$ cat src/rtl/buffer_service_scheduler.sv
// Service scheduler for four 6-slot request buffers.
// Selection policy: longest queue first, with a round-robin tie-break and a
// starvation guard. The grant is held until the server reports done or the
// timeout expires.
module buffer_service_scheduler #(
  parameter int MAX_SKIP = 3,
  parameter int TIMEOUT  = 16,
  parameter int SKIP_W   = 3,
  parameter int TMO_W    = 5
) (
  input  logic       clk,
  input  logic       rst_n,
  input  logic [2:0] L1,
  input  logic [2:0] L2,
  input  logic [2:0] L3,
  input  logic [2:0] L4,
  input  logic       enable,
  input  logic       done,
  output logic [3:0] grant,
  output logic [3:0] pop,
  output logic [1:0] served_id,
  output logic       busy,
  output logic       timeout_err
);

  typedef enum logic {IDLE, SERVE} state_t;

  state_t            state;
  logic [1:0]        rr_ptr;
  logic [SKIP_W-1:0] skip [4];
  logic [TMO_W-1:0]  tmo;

  logic [2:0] occ [4];
  logic [3:0] nonempty;
  logic [3:0] starved;
  logic [3:0] max_set;
  logic [3:0] cand;
  logic [2:0] max_l;
  logic [1:0] winner;
  logic [3:0] winner_oh;

  assign occ[0] = L1;
  assign occ[1] = L2;
  assign occ[2] = L3;
  assign occ[3] = L4;

  // Winner selection: starved buffers take precedence over the longest
  // queues. Either set is resolved by scanning from rr_ptr+1.
  always_comb begin
    logic [1:0] idx;
    logic       found;
    max_l  = 3'd0;
    idx    = 2'd0;
    found  = 1'b0;
    winner = 2'd0;
    for (int i = 0; i < 4; i++) begin
      if (occ[i] > max_l) max_l = occ[i];
    end
    for (int i = 0; i < 4; i++) begin
      nonempty[i] = (occ[i] != 3'd0);
      starved[i]  = nonempty[i] && (skip[i] >= SKIP_W'(MAX_SKIP));
      max_set[i]  = nonempty[i] && (occ[i] == max_l);
    end
    cand = (|starved) ? starved : max_set;
    for (int k = 1; k <= 4; k++) begin
      idx = rr_ptr + 2'(k);
      if (!found && cand[idx]) begin
        winner = idx;
        found  = 1'b1;
      end
    end
    winner_oh = 4'b0001 << winner;
  end

  // Two-state service FSM with registered grant/pop/status outputs and
  // per-buffer skip counters that are updated only on a grant edge.
  always_ff @(posedge clk or negedge rst_n) begin
    if (!rst_n) begin
      state       <= IDLE;
      rr_ptr      <= 2'd3;
      tmo         <= '0;
      grant       <= 4'b0000;
      pop         <= 4'b0000;
      served_id   <= 2'd0;
      busy        <= 1'b0;
      timeout_err <= 1'b0;
      for (int i = 0; i < 4; i++) skip[i] <= '0;
    end else begin
      pop         <= 4'b0000;
      timeout_err <= 1'b0;
      case (state)
        IDLE: begin
          if (enable && (|nonempty)) begin
            state     <= SERVE;
            grant     <= winner_oh;
            pop       <= winner_oh;
            served_id <= winner;
            rr_ptr    <= winner;
            busy      <= 1'b1;
            tmo       <= '0;
            for (int i = 0; i < 4; i++) begin
              if (2'(i) == winner)     skip[i] <= '0;
              else if (!nonempty[i])   skip[i] <= '0;
              else if (skip[i] != '1)  skip[i] <= skip[i] + SKIP_W'(1);
            end
          end
        end
        SERVE: begin
          if (done) begin
            state <= IDLE;
            grant <= 4'b0000;
            busy  <= 1'b0;
            tmo   <= '0;
          end else if (tmo == TMO_W'(TIMEOUT - 1)) begin
            state       <= IDLE;
            grant       <= 4'b0000;
            busy        <= 1'b0;
            tmo         <= '0;
            timeout_err <= 1'b1;
          end else begin
            tmo <= tmo + TMO_W'(1);
          end
        end
        default: state <= IDLE;
      endcase
    end
  end

endmodule

$ cat config.mk
export PLATFORM = sky130hd
export DESIGN_NAME = buffer_service_scheduler
export DESIGN_NICKNAME = d
export VERILOG_FILES = /design/src/rtl/buffer_service_scheduler.sv
export SDC_FILE = /design/constraint.sdc
export NUM_CORES = 1
export LEC_CHECK = 0
export ABC_AREA = 1
export CAP_MARGIN = 20
export CORE_ASPECT_RATIO = 1.75
export CORE_MARGIN = 2
export CORE_UTILIZATION = 56
export CTS_BUF_LIST = sky130_fd_sc_hd__clkbuf_2
export DETAILED_ROUTE_END_ITERATION = 12
export GPL_TIMING_DRIVEN = 0
export PLACE_DENSITY = 0.85
export SYNTH_ARGS = -nofsm -noshare
export SYNTH_HDL_FRONTEND = slang
export SYNTH_SLANG_ARGS = --single-unit
$ cat constraint.sdc
create_clock -name clk -period 3.35 [get_ports clk]
set_input_delay 0.67 -clock clk [delete_from_list [all_inputs] [get_ports clk]]
set_output_delay 0.67 -clock clk [all_outputs]
set_load 0.005 [all_outputs]
### Word level (Yosys, flattened, before mapping)

Index checks and enable logic that the tools add are counted.

| storage, ports and cells | value |
|---|---|
| register bits | 32 |
| bits in latches | 0 |
| memory bits (writable) | 0 |
| memory bits (read-only) | 0 |
| bits of input ports | 16 |
| output and inout port bits | 12 |
| logic and storage cells | 133 |
| memories | 0 |

| cells by class | value |
|---|---|
| add/sub/neg operators | 8 |
| multipliers | 0 |
| divide/modulo/power cells | 0 |
| magnitude comparators | 12 |
| eq/ne operators | 18 |
| shift-type cells | 1 |
| muxes and demuxes | 53 |
| bitwise gates (word level) | 1 |
| reductions and logical operators | 28 |

Operators with widths:

| operator | number |
|---|---|
| $mux W3 | 16 |
| $mux W4 | 6 |
| $mux W1 | 16 |
| $mux W5 | 3 |
| $add A3 B1 Y3 const B | 4 |
| $eq A3 B3 Y1 | 4 |
| $ge A3 B2 Y1 const B | 4 |
| $logic_and A1 B1 Y1 | 12 |
| $lt A2 B3 Y1 const B | 4 |
| $ne A3 B1 Y1 const B | 4 |
| $ne A3 B3 Y1 const B | 4 |
| $reduce_and A3 Y1 | 4 |
| $reduce_bool A3 Y1 | 4 |
| $pmux W5 S2 | 1 |
| $gt A3 B3 Y1 | 3 |
| $bmux W1 S2 | 4 |
| $mux W2 | 4 |
| $pmux W4 S2 | 1 |
| $reduce_or A4 Y1 | 2 |
| $add A5 B1 Y5 const B | 1 |
| $eq A5 B4 Y1 const B | 1 |
| $add A2 B2 Y2 const B | 2 |
| $eq A2 B2 Y1 const A | 2 |
| $pmux W1 S2 | 2 |
| 10 further kinds | 13 |

### Logic depth before layout (Yosys ltp)

Gate-level depths: netlist (run 1).

| depth | value |
|---|---|
| depth after elaboration | 26 |
| gate-level depth with buffers | 39 |
| gate-level depth less buffers | 39 |

### Worst setup path after synthesis (run 1)

OpenSTA, ideal clock, no wires.

| timing | value |
|---|---|
| path type | input to register |
| start point | in L1[2] |
| end point | reg skip[6] in the netlist's numbering |
| setup time | 0.117 ns |
| arrival | 4.380 ns |
| required time | 3.233 ns |
| slack | -1.147 ns |
| stages | 35 |
| path buffers | 1 |
| cells stage by stage | inv_1 > ha_1 > a21oi_2 > nand2_4 > nand3_1 > nand2_1 > ha_1 > nand2_1 > nor2_1 > nor2_2 > inv_2 > nand2_2 > nand3_2 > nand2_1 > ha_1 > nand2_1 > o21ai_0 > nand2_1 > buf_4 > nand3_1 > nand2_1 > nor2_1 > nor2_1 > nand3_1 > nand3_1 > nand3_2 > nand2_4 > nor2_4 > nand3_1 > nand2_2 > nand2_4 > nor2_2 > nor2_1 > nand3_1 > nand2_1 |

| on the way | value |
|---|---|
| word-level cells in the longest chain between the ends | 26 |
| elaborated cells between the ends (all ways) | 47 |
| classes of those cells | 4 x order compare; 6 x eq/ne; 21 x mux; 16 x reduce/logical |

RTL lines:

| element | line | source |
|---|---|---|
| from (decl) | 13 | `input logic [2:0] L1,` |
| $gt A3 B1 Y1 | 57 | `if (occ[i] > max_l) max_l = occ[i];` |
| $mux W3 | 57 |  |
| $gt A3 B3 Y1 | 57 |  |
| $mux W3 | 57 |  |
| $gt A3 B3 Y1 | 57 |  |
| $mux W3 | 57 |  |
| $gt A3 B3 Y1 | 57 |  |
| $mux W3 | 57 |  |
| [... 10 more ...] | n/a |  |
| $logic_and A1 B1 Y1 | 67 | `if (!found && cand[idx]) begin` |
| $mux W1 | 67 |  |
| $logic_not A1 Y1 | 67 |  |
| $logic_and A1 B1 Y1 | 67 |  |
| $mux W2 | 67 |  |
| $eq A1 B2 Y1 | 102 | `if (2'(i) == winner) skip[i] <= '0;` |
| $ne A3 B1 Y1 (no source line) | n/a |  |
| $reduce_and A3 Y1 (no source line) | n/a |  |
| to (signal, indexed assignment) | 102 |  |
| to (signal, indexed assignment) | 103 | `else if (!nonempty[i]) skip[i] <= '0;` |
| to (decl) | 30 | `logic [SKIP_W-1:0] skip [4];` |

Parallel ways exist; a longest one is shown, timed or not. The select of a mux whose other input is x is not followed.
A chain may end at the register's enable or synchronous reset.

### Final worst setup path (run 1)

| timing | value |
|---|---|
| start point | in L2[2] |
| end point | reg skip[5] in the netlist's numbering |

| on the way | value |
|---|---|
| word-level cells in the longest chain between the ends | 24 |
| elaborated cells between the ends (all ways) | 45 |
| classes of those cells | 3 x order compare; 6 x eq/ne; 20 x mux; 16 x reduce/logical |

RTL lines:

| element | line | source |
|---|---|---|
| from (decl) | 14 | `input logic [2:0] L2,` |
| $gt A3 B3 Y1 | 57 |  |
| $mux W3 | 57 |  |
| $gt A3 B3 Y1 | 57 |  |
| $mux W3 | 57 |  |
| $gt A3 B3 Y1 | 57 |  |
| $mux W3 | 57 |  |
| $eq A3 B3 Y1 | 62 | `max_set[i] = nonempty[i] && (occ[i] == max_l);` |
| $logic_and A1 B1 Y1 | 62 |  |
| [... 8 more ...] | n/a |  |
| $logic_and A1 B1 Y1 | 67 |  |
| $mux W1 | 67 |  |
| $logic_not A1 Y1 | 67 |  |
| $logic_and A1 B1 Y1 | 67 |  |
| $mux W2 | 67 |  |
| $eq A2 B2 Y1 | 102 |  |
| $ne A3 B1 Y1 (no source line) | n/a |  |
| $reduce_and A3 Y1 (no source line) | n/a |  |

Parallel ways exist; a longest one is shown, timed or not. The select of a mux whose other input is x is not followed.

==> results.rst, run 1 <==
.. list-table::
   :header-rows: 1

   * - Metric
     - Value
   * - Fraction of layout cells with a size suffix above 1
     - approximately two fifths
   * - Worst min path class
     - flop to flop
   * - Wire length per cell
     - around 18 um
   * - Die outline area
     - ~0.0056 sq mm
   * - Summed instance area of the synthesized netlist
     - 0.00281 sq mm
   * - Post-synthesis net count
     - 435
   * - Via density per instance
     - 5.87
   * - Gp weighted congestion
     - 0.956
   * - Post-Place Cell Area
     - between 0.003 and 0.004 sq mm
   * - Finished Layout Cells
     - between 500 and 600
   * - Highest fanout seen on the critical path
     - 6
   * - Endpoints failing hold
     - 0
   * - Initial antenna violation count
     - 0
   * - Type of the setup path with the least slack
     - primary input to flop
   * - Number of setup violations in the final report
     - 24
   * - Unrepaired setup endpoints after global routing
     - yes
   * - Number of CTS-inserted buffers
     - 5
   * - Vias in the first global route
     - between 3,000 and 4,000
   * - Clock-pin slew on the worst setup and hold paths
     - 0.15 ns
   * - Data required, critical path
     - approximately 3.7 ns
   * - Clock tree from TritonCTS
     - yes
   * - Final critical-path required period
     - between 4 and 5 ns
   * - Logic depth of the worst register-to-register path
     - 21
   * - Die X
     - approximately 58 um
   * - Top cell type by total area after synthesis
     - sky130_fd_sc_hd__dfrtp_1
   * - Pwr/cell area
     - between 900 and 1000 mW/mm^2
   * - Core area
     - approximately 0.0049 sq mm
   * - Later-pin clock latency in the skew report
     - around 0.36 ns
   * - Area Overhead vs Synth
     - 47.3%
   * - Post-placement cell count
     - approximately 480
   * - Synth top area cells
     - sky130_fd_sc_hd__dfrtp_1 (27%), sky130_fd_sc_hd__nand2_1 (15%), sky130_fd_sc_hd__nand3_1 (11%)
   * - Global Route Usage Sum
     - 30.7%
   * - Synth unique cells
     - 36
   * - Proportion of netlist area held by the largest area contributor
     - a little over a quarter
   * - Seq/Total Area, Yosys
     - about 29%
   * - Critical path arrival
     - between 4 and 5 ns
   * - Layout Cell Area excl Fill
     - 0.00414 sq mm
   * - Number of cells produced by synthesis
     - 397
   * - Violated checks
     - setup timing
   * - DRT antenna net count
     - 0
   * - PnR worst setup slack
     - -1.29 ns
   * - Initial core utilization
     - 57.4%
   * - Minimum hold slack
     - 0.485 ns
   * - Diodes inserted
     - 0
   * - Clock sink count
     - 32
   * - Number of design rule violations left after detail routing
     - 0
   * - Maximum count of clock buffers along a single path
     - 2
   * - Post-Route WL
     - slightly above 9000 um
   * - Grt ovf
     - 0
   * - Share of the clock period used by the worst path after layout
     - 138%
   * - Root buf cell
     - sky130_fd_sc_hd__clkbuf_2
   * - Most repeated library cell on the critical path
     - sky130_fd_sc_hd__nand2_4
   * - Initial DRC count
     - ~230
   * - Transition time of the tightest slew-check pin
     - 0.657 ns
   * - Hpwl dp
     - 5570 um
   * - Peak supply drop
     - 0.000916 V
   * - Max Clk Rate
     - between 0.2 and 0.25 GHz
   * - Htree depth
     - 2
   * - Final core utilization
     - around 85%
   * - Mean area per synthesized cell
     - between 7 and 8 sq um
   * - First-pass GRT wire length
     - 13,900 um
   * - Max cap viols
     - 0
   * - Number of synthesized register bits
     - 32
   * - Overall die height
     - about 98 um
   * - Count of warnings emitted by yosys
     - 0
   * - Pin count of the biggest net entering global routing
     - 21
   * - IO Port Bufs
     - 27
   * - Initial DRT Pass Iterations
     - 4
   * - Outcome
     - finished, violations left
   * - Setup crit end kind
     - flop
   * - Slowest cell on the critical path
     - sky130_fd_sc_hd__ha_4
   * - Leakage power
     - just over 2 nW
   * - Post-Route Skew
     - 0.0171 ns
   * - NumNets Final
     - ~500
   * - Delay contributed by the slowest stage of the critical path
     - 0.28 ns
   * - Total vias in the final route
     - approximately 3,100
   * - Number of cell rows
     - 34
   * - Hold path depth
     - 1
   * - Max-slew headroom at the worst pin
     - 56.1%
   * - Number of buffers inserted for hold repair after clock tree synthesis
     - 0
   * - Kind of start point of the critical path
     - primary input
   * - Number of slew-limit violations in the final report
     - 0
   * - Ports placed on the boundary
     - 28
==> cell usage in the layout, fill, tap and decap left out, types with 3 or more instances in the layout <==
cell,n
sky130_fd_sc_hd__o2111ai_1,3
sky130_fd_sc_hd__inv_2,9
sky130_fd_sc_hd__clkbuf_2,5
sky130_fd_sc_hd__nor3_1,3
sky130_fd_sc_hd__ha_4,7
sky130_fd_sc_hd__buf_4,42
sky130_fd_sc_hd__nor2_1,26
sky130_fd_sc_hd__clkinv_1,3
sky130_fd_sc_hd__ha_1,15
sky130_fd_sc_hd__inv_4,3
sky130_fd_sc_hd__o21ai_0,8
sky130_fd_sc_hd__nand3_2,37
sky130_fd_sc_hd__clkdlybuf4s50_1,21
sky130_fd_sc_hd__nand2_1,86
sky130_fd_sc_hd__buf_2,5
sky130_fd_sc_hd__nand3_1,31
sky130_fd_sc_hd__nand2_2,20
sky130_fd_sc_hd__nand3_4,18
sky130_fd_sc_hd__o21ai_1,3
sky130_fd_sc_hd__nand4_1,3
sky130_fd_sc_hd__nand2_4,18
sky130_fd_sc_hd__dfrtp_1,30
sky130_fd_sc_hd__inv_1,34
sky130_fd_sc_hd__nor2_2,3
sky130_fd_sc_hd__nor2_4,7
sky130_fd_sc_hd__o21ai_2,5
==> per-stage QoR <==
stage,power [mW],setup TNS (ns),worst slack (ns)
after floorplan,2.38,-21.47,-0.986
after global placement,2.81,-48.55,-2.15
after detailed placement,2.90,-50.85,-2.23
after global routing,4.20,-35.04,-1.53
after CTS,3.56,-22.28,-1.01
final,3.92,-29.86,-1.29
==> final cells by class <==
class | count | area (sq um)
multi-input cells | 312 | 2390
plain buffers | 5 | 32.5
inverters | 48 | 191
repair buffers | 71 | 613
flip-flops and latches | 32 | 803
fillers | 283 | 757
clock inverters | 2 | 7.51
clock buffers | 5 | 25.0
well taps | 54 | 67.6
==> repair_timing <==
item,in CTS,in global routing
resized for setup,89,40
cloned,1,0
endpoints found under the hold margin,0,0
pin swaps,44,44
setup buffers,32,10
setup endpoints to repair,24,24
==> registers in the layout, indices dropped and copies added, names as in the netlist <==
name and flops:
served_id 2, busy 1, state 1, grant 4, pop 4, timeout_err 1, rr_ptr 2, skip 12
tmo 5
==> worst max-delay path: cells and delay by family <==
family	cells	cell delay, ns
compound gates	3	0.44
buf+inv	3	0.41
fa+ha+maj	3	0.72
simple gates	25	2.72
==> synthesized netlist by cell type <==
library cell / n
sky130_fd_sc_hd__nor3_1: 3
sky130_fd_sc_hd__o21ai_2: 2
sky130_fd_sc_hd__o2111ai_1: 3
sky130_fd_sc_hd__buf_4: 1
sky130_fd_sc_hd__a21oi_2: 1
sky130_fd_sc_hd__o41ai_1: 1
sky130_fd_sc_hd__xor2_1: 1
sky130_fd_sc_hd__o22ai_1: 1
sky130_fd_sc_hd__dfstp_2: 2
sky130_fd_sc_hd__xnor2_1: 1
sky130_fd_sc_hd__nand4_1: 3
sky130_fd_sc_hd__buf_2: 2
sky130_fd_sc_hd__inv_1: 38
sky130_fd_sc_hd__o21ai_1: 3
sky130_fd_sc_hd__or2_2: 2
sky130_fd_sc_hd__nor2_4: 2
sky130_fd_sc_hd__nor4_1: 1
sky130_fd_sc_hd__nand3b_1: 2
sky130_fd_sc_hd__clkinv_1: 1
sky130_fd_sc_hd__nand3_4: 1
sky130_fd_sc_hd__nand3_1: 61
sky130_fd_sc_hd__nor2_2: 3
sky130_fd_sc_hd__o21a_1: 1
sky130_fd_sc_hd__a21boi_0: 1
sky130_fd_sc_hd__dfrtp_1: 30
sky130_fd_sc_hd__o211ai_2: 1
sky130_fd_sc_hd__clkbuf_1: 2
sky130_fd_sc_hd__nand3_2: 24
sky130_fd_sc_hd__nor2_1: 31
sky130_fd_sc_hd__nand2_1: 114
sky130_fd_sc_hd__ha_1: 22
sky130_fd_sc_hd__inv_2: 9
sky130_fd_sc_hd__nand2_4: 6
sky130_fd_sc_hd__nand2_2: 6
sky130_fd_sc_hd__a21oi_1: 4
sky130_fd_sc_hd__o21ai_0: 11
==> power by group <==
group | leakage, nW | internal [mW] | switching, mW
logic | 1.63 | 1.23 | 1.94
registers | 0.418 | 0.506 | 0.0871
clock network | 0.0239 | 0.0430 | 0.122
==> layer usage <==
| layer | part of all wire [%] | up-vias | GRT usage (%) |
|---|---|---|---|
| met5 | 0 | - | 0 |
| met4 | 5.6 | 0 | 17.4 |
| met3 | 4.0 | 55 | 2.66 |
| met2 | 56 | 130 | 58.7 |
| met1 | 35 | 1449 | 30.4 |
| li1 | - | 1471 | - |
==> path summary, 6_finish.rpt <==
check / slack [ns] / startpoint / end
worst max-delay path: -1.29 / L2[2] / skip[5]
worst min-delay path: 0.48 / tmo[3] / tmo[3]
worst max register to register: 0.25 / skip[0] / skip[6]
worst min register to register: 0.48 / tmo[3] / tmo[3]
max in group asynchronous: 2.12 / rst_n / tmo[2]
min in group asynchronous: 0.69 / rst_n / skip[2]
==> cells by family (layout without fill, tap and decap cells) <==
logic type      after synthesis  count (layout)  share of synthesized area (%)
simple gates                259             259                           47.1
buf+inv                      53             131                           7.31
flops                        32              32                           28.6
compound gates               29              29                           6.60
fa+ha+maj                    22              22                           9.80
xor+xnor                      2               2                          0.624
No activity file was read; power rests on OpenSTA's default activity.
==> inputs of run 2 (changes only) <==
--- a/config.mk
+++ b/config.mk
@@ -6,14 +6,13 @@
 export NUM_CORES = 1
 export LEC_CHECK = 0
 export ABC_AREA = 1
-export CAP_MARGIN = 20
 export CORE_ASPECT_RATIO = 1.75
 export CORE_MARGIN = 2
 export CORE_UTILIZATION = 56
 export CTS_BUF_LIST = sky130_fd_sc_hd__clkbuf_2
 export DETAILED_ROUTE_END_ITERATION = 12
 export GPL_TIMING_DRIVEN = 0
-export PLACE_DENSITY = 0.85
+export PLACE_DENSITY_LB_ADDON = 0.05
 export SYNTH_ARGS = -nofsm -noshare
 export SYNTH_HDL_FRONTEND = slang
 export SYNTH_SLANG_ARGS = --single-unit
==> run 2 against run 1 <==
Net effect:
- the run still ends with setup timing left
- combinational power up 11%
- wire length grew 16%
- clock skew rose by 0.0027 ns
- largest cell class unchanged
- via count increased by 8.2%
- final area rose by 2.9%
- global-route usage up 2.0 points
- hold slack worse by 0.14 ns
- sequential share of layout area shrank 0.55 points
- utilization increased by 2.5 points
==> results.rst, run 2 (synthesis results as in run 1) <==
.. list-table::
   :header-rows: 1

   * - Metric
     - Value
   * - Kind of start point of the critical path
     - primary input (unchanged)
   * - Share of the clock period used by the worst path after layout
     - 143% (was 138%)
   * - Total Negative Setup Slacks
     - -32.35 ns (was -29.86 ns)
   * - Endpoints failing hold
     - 0 (unchanged)
   * - Number of design rule violations left after detail routing
     - 0 (unchanged)
   * - Root buf cell
     - sky130_fd_sc_hd__clkbuf_2 (unchanged)
   * - Core area
     - 0.00489 sq mm (unchanged)
   * - Die X
     - 57.5 um (unchanged)
   * - Max cap viols
     - 0 (unchanged)
   * - Max-slew headroom at the worst pin
     - 52.8% (was 56.1%)
   * - NumNets Final
     - 530 (was 513)
   * - Most common library cell in the layout ignoring fill and taps
     - sky130_fd_sc_hd__nand2_1 (unchanged)
   * - Maximum count of clock buffers along a single path
     - 2 (unchanged)
   * - Violated checks
     - setup timing (unchanged)
   * - Vias in the first global route
     - 3,254 (was 3,265)
   * - Area Overhead vs Synth
     - 51.6% (was 47.3%)
   * - Later-pin clock latency in the skew report
     - 0.35 ns (was 0.36 ns)
   * - Worst min path class
     - primary input to asynchronous set/reset pin (was flop to flop)
   * - Delay contributed by the slowest stage of the critical path
     - 0.29 ns (was 0.28 ns)
   * - Final critical-path required period
     - 4.78 ns (was 4.64 ns)
   * - Register area
     - 803 sq um (unchanged)
   * - First-pass GRT wire length
     - 14,400 um (was 13,900 um)
   * - DRT antenna net count
     - 0 (unchanged)
   * - Hpwl dp
     - 5700 um (was 5570 um)
   * - Outcome
     - finished, violations left (unchanged)
   * - Overall die height
     - 97.7 um (unchanged)
   * - Clock tree from TritonCTS
     - yes (unchanged)
   * - Post-placement cell count
     - 478 (was 479)
   * - Number of slew-limit violations in the final report
     - 0 (unchanged)
   * - Initial core utilization
     - 57.4% (unchanged)
   * - Post-Route WL
     - 10,800 um (was 9340 um)
   * - Final core utilization
     - 87.0% (was 84.5%)
   * - Highest fanout seen on the critical path
     - 7 (was 6)
   * - Post-Route Skew
     - 0.0198 ns (was 0.0171 ns)
   * - Leakage power
     - 2.14 nW (was 2.07 nW)
   * - Most repeated library cell on the critical path
     - sky130_fd_sc_hd__nand2_4 (unchanged)
   * - Wire length per cell
     - 19.8 um (was 17.6 um)
   * - Post-Place Cell Area
     - 0.00330 sq mm (was 0.00332 sq mm)
   * - Pin count of the biggest net entering global routing
     - 33 (was 21)
   * - Transition time of the tightest slew-check pin
     - 0.708 ns (was 0.657 ns)
   * - Type of the setup path with the least slack
     - primary input to flop (unchanged)
   * - PnR worst setup slack
     - -1.43 ns (was -1.29 ns)
   * - Peak supply drop
     - 0.00103 V (was 0.000916 V)
   * - Pwr/cell area
     - 1000 mW/mm^2 (was 949 mW/mm^2)
   * - Initial DRC count
     - 316 (was 234)
   * - Largest registers
     - skip x12, tmo x5 (unchanged)
   * - Fraction of layout cells with a size suffix above 1
     - 44.7% (was 41.3%)
   * - Data required, critical path
     - 3.63 ns (was 3.67 ns)
   * - Number of setup violations in the final report
     - 24 (unchanged)
   * - Htree depth
     - 2 (unchanged)
   * - Commonest cells after routing, fill and taps aside
     - sky130_fd_sc_hd__nand2_1 (85), sky130_fd_sc_hd__buf_4 (56), sky130_fd_sc_hd__nand3_1 (35) (was sky130_fd_sc_hd__nand2_1 (86), sky130_fd_sc_hd__buf_4 (42), sky130_fd_sc_hd__nand3_2 (37))
   * - Flip-flop count of the largest register, all copies and words added
     - 12 (unchanged)
   * - Gp weighted congestion
     - 0.919 (was 0.956)
   * - Number of buffers inserted for hold repair after clock tree synthesis
     - 0 (unchanged)
   * - Number of cell rows
     - 34 (unchanged)
   * - Initial DRT Pass Iterations
     - 6 (was 4)
   * - Clock-pin slew on the worst setup and hold paths
     - 0.15 ns (about the same)
   * - Register with the highest flop count
     - skip (unchanged)
   * - Critical path arrival
     - 5.06 ns (was 4.95 ns)
   * - Post-place setup slack
     - -2.30 ns (was -2.23 ns)
   * - Grt ovf
     - 0 (unchanged)
   * - Finished Layout Cells
     - 547 (was 529)
   * - Total vias in the final route
     - 3,359 (was 3,105)
   * - Unrepaired setup endpoints after global routing
     - yes (unchanged)
   * - Number of CTS-inserted buffers
     - 5 (unchanged)
   * - Initial antenna violation count
     - 1 (was 0)
   * - Clock sink count
     - 32 (unchanged)
   * - Global Route Usage Sum
     - 32.7% (was 30.7%)
   * - Setup crit end kind
     - flop (unchanged)
   * - Max Clk Rate
     - 0.209 GHz (was 0.216 GHz)
   * - Total Power Consumption
     - 4.27 mW (was 3.92 mW)
   * - Slowest cell on the critical path
     - sky130_fd_sc_hd__ha_4 (unchanged)
   * - Minimum hold slack
     - 0.342 ns (was 0.485 ns)
   * - Ports placed on the boundary
     - 28 (unchanged)
   * - IO Port Bufs
     - 27 (unchanged)
   * - Layout Cell Area excl Fill
     - 0.00426 sq mm (was 0.00414 sq mm)
   * - Via density per instance
     - 6.14 (was 5.87)
   * - Total area of multi-input combinational cells
     - 0.00239 sq mm (about the same)
   * - FILL cells
     - 242 (was 283)
   * - Die outline area
     - 0.00562 sq mm (unchanged)
## run 2: cell types whose count changed in the layout (fill, tap and decap cells not counted), moves of 2 or more
| cell | previous run | this run |
|---|---|---|
| sky130_fd_sc_hd__o21ai_2 | 5 | 7 |
| sky130_fd_sc_hd__nand2_2 | 20 | 23 |
| sky130_fd_sc_hd__buf_4 | 42 | 56 |
| sky130_fd_sc_hd__buf_6 | 2 | 7 |
| sky130_fd_sc_hd__nand3_1 | 31 | 35 |
| sky130_fd_sc_hd__nand2_4 | 18 | 16 |
| sky130_fd_sc_hd__o21ai_0 | 8 | 6 |
| sky130_fd_sc_hd__nor2_1 | 26 | 22 |
| sky130_fd_sc_hd__nor2_2 | 3 | 6 |
| sky130_fd_sc_hd__nand3_2 | 37 | 34 |
## run 2: layout make-up
cell class | instances | share of cell area [%]
Tap cell | 54 | 1.59
Multi-Input combinational cell | 312 | 56.1
Clock buffer | 5 | 0.588
Buffer | 5 | 0.764
Antenna cell | 1 | 0.0588
Timing Repair Buffer | 88 | 17.3
Inverter | 48 | 4.61
Clock inverter | 2 | 0.176
Sequential cell | 32 | 18.9
## run 2: routing by layer
layer / routed length, um / share of wire [%] / GRT usage, % / up-vias
met4: 821 / 7.6 / 19.9 / 0
met1: 3620 / 33 / 32.8 / 1567
met3: 844 / 7.8 / 3.73 / 87
met2: 5530 / 51 / 60.7 / 207
li1: - / - / - / 1498
met5: 0 / 0 / 0 / -
## run 2: power breakdown
| group | switching (mW) | leakage (nW) | internal [mW] |
|---|---|---|---|
| Combinational | 2.07 | 1.70 | 1.45 |
| Sequential | 0.0867 | 0.418 | 0.506 |
| Clock | 0.119 | 0.0239 | 0.0430 |
## run 2: worst paths after layout
path,from,end,slack [ns],cells past startpoint
setup / recovery,L1[2],pop[0],-1.43,36
min in group clk,tmo[4],timeout_err,0.47,1
hold / removal,rst_n,tmo[0],0.34,1
hold reg to reg,tmo[4],timeout_err,0.47,1
setup reg to reg,skip[9],pop[0],-0.05,21
max in group asynchronous,rst_n,served_id[1],2.54,1
## run 2: critical path: cells and delay by family
| family | cells | cell delay (ns) |
|---|---|---|
| AND/OR/NAND/NOR | 22 | 2.21 |
| AO/OA/AOI/OAI | 3 | 0.49 |
| buffers and inverters | 8 | 0.90 |
| adder cells (fa/ha/maj) | 3 | 0.76 |
## run 2: what timing repair did
action | 4_1_cts | 5_1_grt
gates resized for setup | 91 | 50
buffers inserted | 44 | 16
endpoints found under the setup margin | 24 | 24
cloned | 1 | 0
pin swaps | 48 | 29
==> inputs of run 3 (changes only) <==
--- a/config.mk
+++ b/config.mk
@@ -7,12 +7,13 @@
 export LEC_CHECK = 0
 export ABC_AREA = 1
 export CORE_ASPECT_RATIO = 1.75
-export CORE_MARGIN = 2
+export CORE_MARGIN = 8
 export CORE_UTILIZATION = 56
 export CTS_BUF_LIST = sky130_fd_sc_hd__clkbuf_2
 export DETAILED_ROUTE_END_ITERATION = 12
 export GPL_TIMING_DRIVEN = 0
 export PLACE_DENSITY_LB_ADDON = 0.05
+export SLEW_MARGIN = 25
 export SYNTH_ARGS = -nofsm -noshare
 export SYNTH_HDL_FRONTEND = slang
 export SYNTH_SLANG_ARGS = --single-unit
==> run 3 against run 2 <==
Net effect:
- the flow still finishes with violations (setup timing)
- non-clock buffer count fell by 20
- worst setup slack gained 0.094 ns
- first-iteration DRC count up 4.4%
- critical path depth decreased by 1
- flip-flop and latch count did not move
- combinational power is essentially flat
- final cell count fell by 3.7%
- critical path type unchanged
==> results.rst, run 3 (synthesis results as in run 1) <==
.. list-table::
   :header-rows: 1

   * - Metric
     - Value
   * - Max-slew headroom at the worst pin
     - 53.8% (was 52.8%)
   * - Post-placement cell count
     - 478 (unchanged)
   * - Number of slew-limit violations in the final report
     - 0 (unchanged)
   * - Crit path from
     - L1[2] (unchanged)
   * - Hpwl dp
     - 5860 um (was 5700 um)
   * - Initial antenna violation count
     - 0 (was 1)
   * - Family of cells with the greatest summed delay on the critical path
     - simple AND/OR/NAND/NOR gates (unchanged)
   * - Vias in the first global route
     - 3,144 (was 3,254)
   * - Sum of buffers and inverters on the critical path
     - 9 (was 8)
   * - DRT antenna net count
     - 0 (unchanged)
   * - First-pass GRT wire length
     - 14,800 um (was 14,400 um)
   * - Diodes inserted
     - 0 (was 1)
   * - Wire length per cell
     - 20.5 um (was 19.8 um)
   * - Grt ovf
     - 0 (unchanged)
   * - Post-Route Skew
     - 0.0164 ns (was 0.0198 ns)
   * - Delay contributed by the slowest stage of the critical path
     - 0.33 ns (was 0.29 ns)
   * - Gp weighted congestion
     - 0.953 (was 0.919)
   * - Critical path arrival
     - 4.99 ns (was 5.06 ns)
   * - Leakage power
     - 2.06 nW (was 2.14 nW)
   * - Share of the clock period used by the worst path after layout
     - 140% (was 143%)
   * - Register with the highest flop count
     - skip (unchanged)
   * - Ports placed on the boundary
     - 28 (unchanged)
   * - Area Overhead vs Synth
     - 49.5% (was 51.6%)
   * - Clock-pin slew on the worst setup and hold paths
     - 0.18 ns (was 0.15 ns)
   * - Kind of start point of the critical path
     - primary input (unchanged)
   * - Clock sink count
     - 32 (unchanged)
   * - Logic depth of the worst register-to-register path
     - 20 (was 21)
   * - Final critical-path required period
     - 4.68 ns (was 4.78 ns)
   * - Most repeated library cell on the critical path
     - sky130_fd_sc_hd__nand2_4 (unchanged)
   * - PnR worst setup slack
     - -1.33 ns (was -1.43 ns)
   * - Global Route Usage Sum
     - 23.7% (was 32.7%)
   * - Max Clk Rate
     - 0.214 GHz (was 0.209 GHz)
   * - Root buf cell
     - sky130_fd_sc_hd__clkbuf_2 (unchanged)
   * - Layout Cell Area excl Fill
     - 0.00420 sq mm (was 0.00426 sq mm)
   * - Violated checks
     - setup timing (unchanged)
   * - Highest fanout seen on the critical path
     - 6 (was 7)
   * - Pin count of the biggest net entering global routing
     - 33 (unchanged)
   * - Finished Layout Cells
     - 527 (was 547)
   * - Slowest cell on the critical path
     - sky130_fd_sc_hd__ha_4 (unchanged)
   * - Post-place setup slack
     - -2.25 ns (was -2.30 ns)
   * - Initial core utilization
     - 57.4% (unchanged)
   * - Number of CTS-inserted buffers
     - 5 (unchanged)
   * - Number of buffers inserted for hold repair after clock tree synthesis
     - 0 (unchanged)
   * - Die outline area
     - 0.00762 sq mm (was 0.00562 sq mm)
   * - Later-pin clock latency in the skew report
     - 0.37 ns (was 0.35 ns)
   * - Worst min path class
     - primary input to asynchronous set/reset pin (unchanged)
   * - NumNets Final
     - 510 (was 530)
   * - Total number of cells along the worst setup path
     - 35 (was 36)
   * - Type of the setup path with the least slack
     - primary input to flop (unchanged)
   * - Core area
     - 0.00489 sq mm (unchanged)
   * - IO Port Bufs
     - 27 (unchanged)
   * - Most common library cell in the layout ignoring fill and taps
     - sky130_fd_sc_hd__nand2_1 (unchanged)
   * - Fraction of layout cells with a size suffix above 1
     - 44.6% (was 44.7%)
   * - Clock tree from TritonCTS
     - yes (unchanged)
   * - Htree depth
     - 2 (unchanged)
   * - Post-Place Cell Area
     - 0.00329 sq mm (was 0.00330 sq mm)
   * - Transition time of the tightest slew-check pin
     - 0.693 ns (was 0.708 ns)
   * - Post-Route WL
     - 10,800 um (about the same)
   * - Endpoints failing hold
     - 0 (unchanged)
   * - Largest registers
     - skip x12, tmo x5 (unchanged)
   * - Maximum count of clock buffers along a single path
     - 2 (unchanged)
   * - Max cap viols
     - 0 (unchanged)
   * - Number of setup violations in the final report
     - 24 (unchanged)
   * - Peak supply drop
     - 0.000972 V (was 0.00103 V)
   * - Die X
     - 69.5 um (was 57.5 um)
   * - CP Capture Point
     - skip[3] (was pop[0])
   * - Pwr/cell area
     - 1020 mW/mm^2 (was 1000 mW/mm^2)
   * - Data required, critical path
     - 3.66 ns (was 3.63 ns)
   * - Commonest cells after routing, fill and taps aside
     - sky130_fd_sc_hd__nand2_1 (76), sky130_fd_sc_hd__nand3_1 (34), sky130_fd_sc_hd__buf_4 (34) (was sky130_fd_sc_hd__nand2_1 (85), sky130_fd_sc_hd__buf_4 (56), sky130_fd_sc_hd__nand3_1 (35))
   * - Initial DRC count
     - 330 (was 316)
   * - Outcome
     - finished, violations left (unchanged)
   * - Setup crit end kind
     - flop (unchanged)
   * - Register-to-register path setup slack
     - -0.03 ns (was -0.05 ns)
   * - Flip-flop count of the largest register, all copies and words added
     - 12 (unchanged)
   * - Number of cell rows
     - 34 (unchanged)
   * - Worst r2r dst
     - skip[11] (was pop[0])
   * - Initial DRT Pass Iterations
     - 5 (was 6)
   * - Total vias in the final route
     - 3,309 (was 3,359)
   * - Number of design rule violations left after detail routing
     - 0 (unchanged)
   * - Via density per instance
     - 6.28 (was 6.14)
   * - Unrepaired setup endpoints after global routing
     - yes (unchanged)
   * - Launch point of the worst reg-to-reg path
     - skip[0] (was skip[9])
   * - Overall die height
     - 110 um (was 97.7 um)
## run 3: final cells by class
class,count,area [sq um]
buffer,5,32.5
clock buffer,6,30.0
clock inverter,2,11.3
fill,266,696
inverter,48,196
multi-input combinational,312,2470
sequential,32,803
tap,54,67.6
timing repair buffer,68,586
## run 3: power breakdown
part / total (mW) / switching [mW] / internal [mW]
registers: 0.600 / 0.0943 / 0.506
logic: 3.50 / 2.13 / 1.37
clock network: 0.188 / 0.136 / 0.0522
## run 3: how the worst min path moves through the flow
stage	endpoint	cells after the start
4_1_cts	tmo[4]	1
3_5_place_dp	timeout_err	1
6_report	skip[10]	1
2_1_floorplan	busy	0
3_3_place_gp	timeout_err	1
5_1_grt	skip[10]	1
## run 3: through the flow
stage / hold WS, ns / power (mW) / setup TNS [ns] / util (%)
after CTS: 0.330 / 3.57 / -22.31 / 78.4
after floorplan: 0.374 / 2.38 / -21.47 / -
final: 0.314 / 4.28 / -30.36 / 85.8
after detailed placement: 0.460 / 2.88 / -51.24 / 67.3
after global routing: 0.380 / 4.54 / -33.39 / 85.8
after global placement: 0.451 / 2.84 / -50.18 / 67.4
## run 3: per-layer routing
layer | routed length [um] | up-vias | global-route usage [%]
met2 | 5680 | 217 | 47.3
met3 | 722 | 75 | 2.98
met1 | 3670 | 1556 | 22.9
met4 | 702 | 0 | 12.4
met5 | 0 | - | 0
li1 | - | 1461 | -
## run 3: timing repair
| item | 4_1_cts | 5_1_grt |
|---|---|---|
| setup buffers | 30 | 10 |
| gates resized for setup | 92 | 67 |
| endpoints found under the setup margin | 24 | 24 |
| pin swaps | 52 | 42 |
| gates cloned | 1 | 0 |
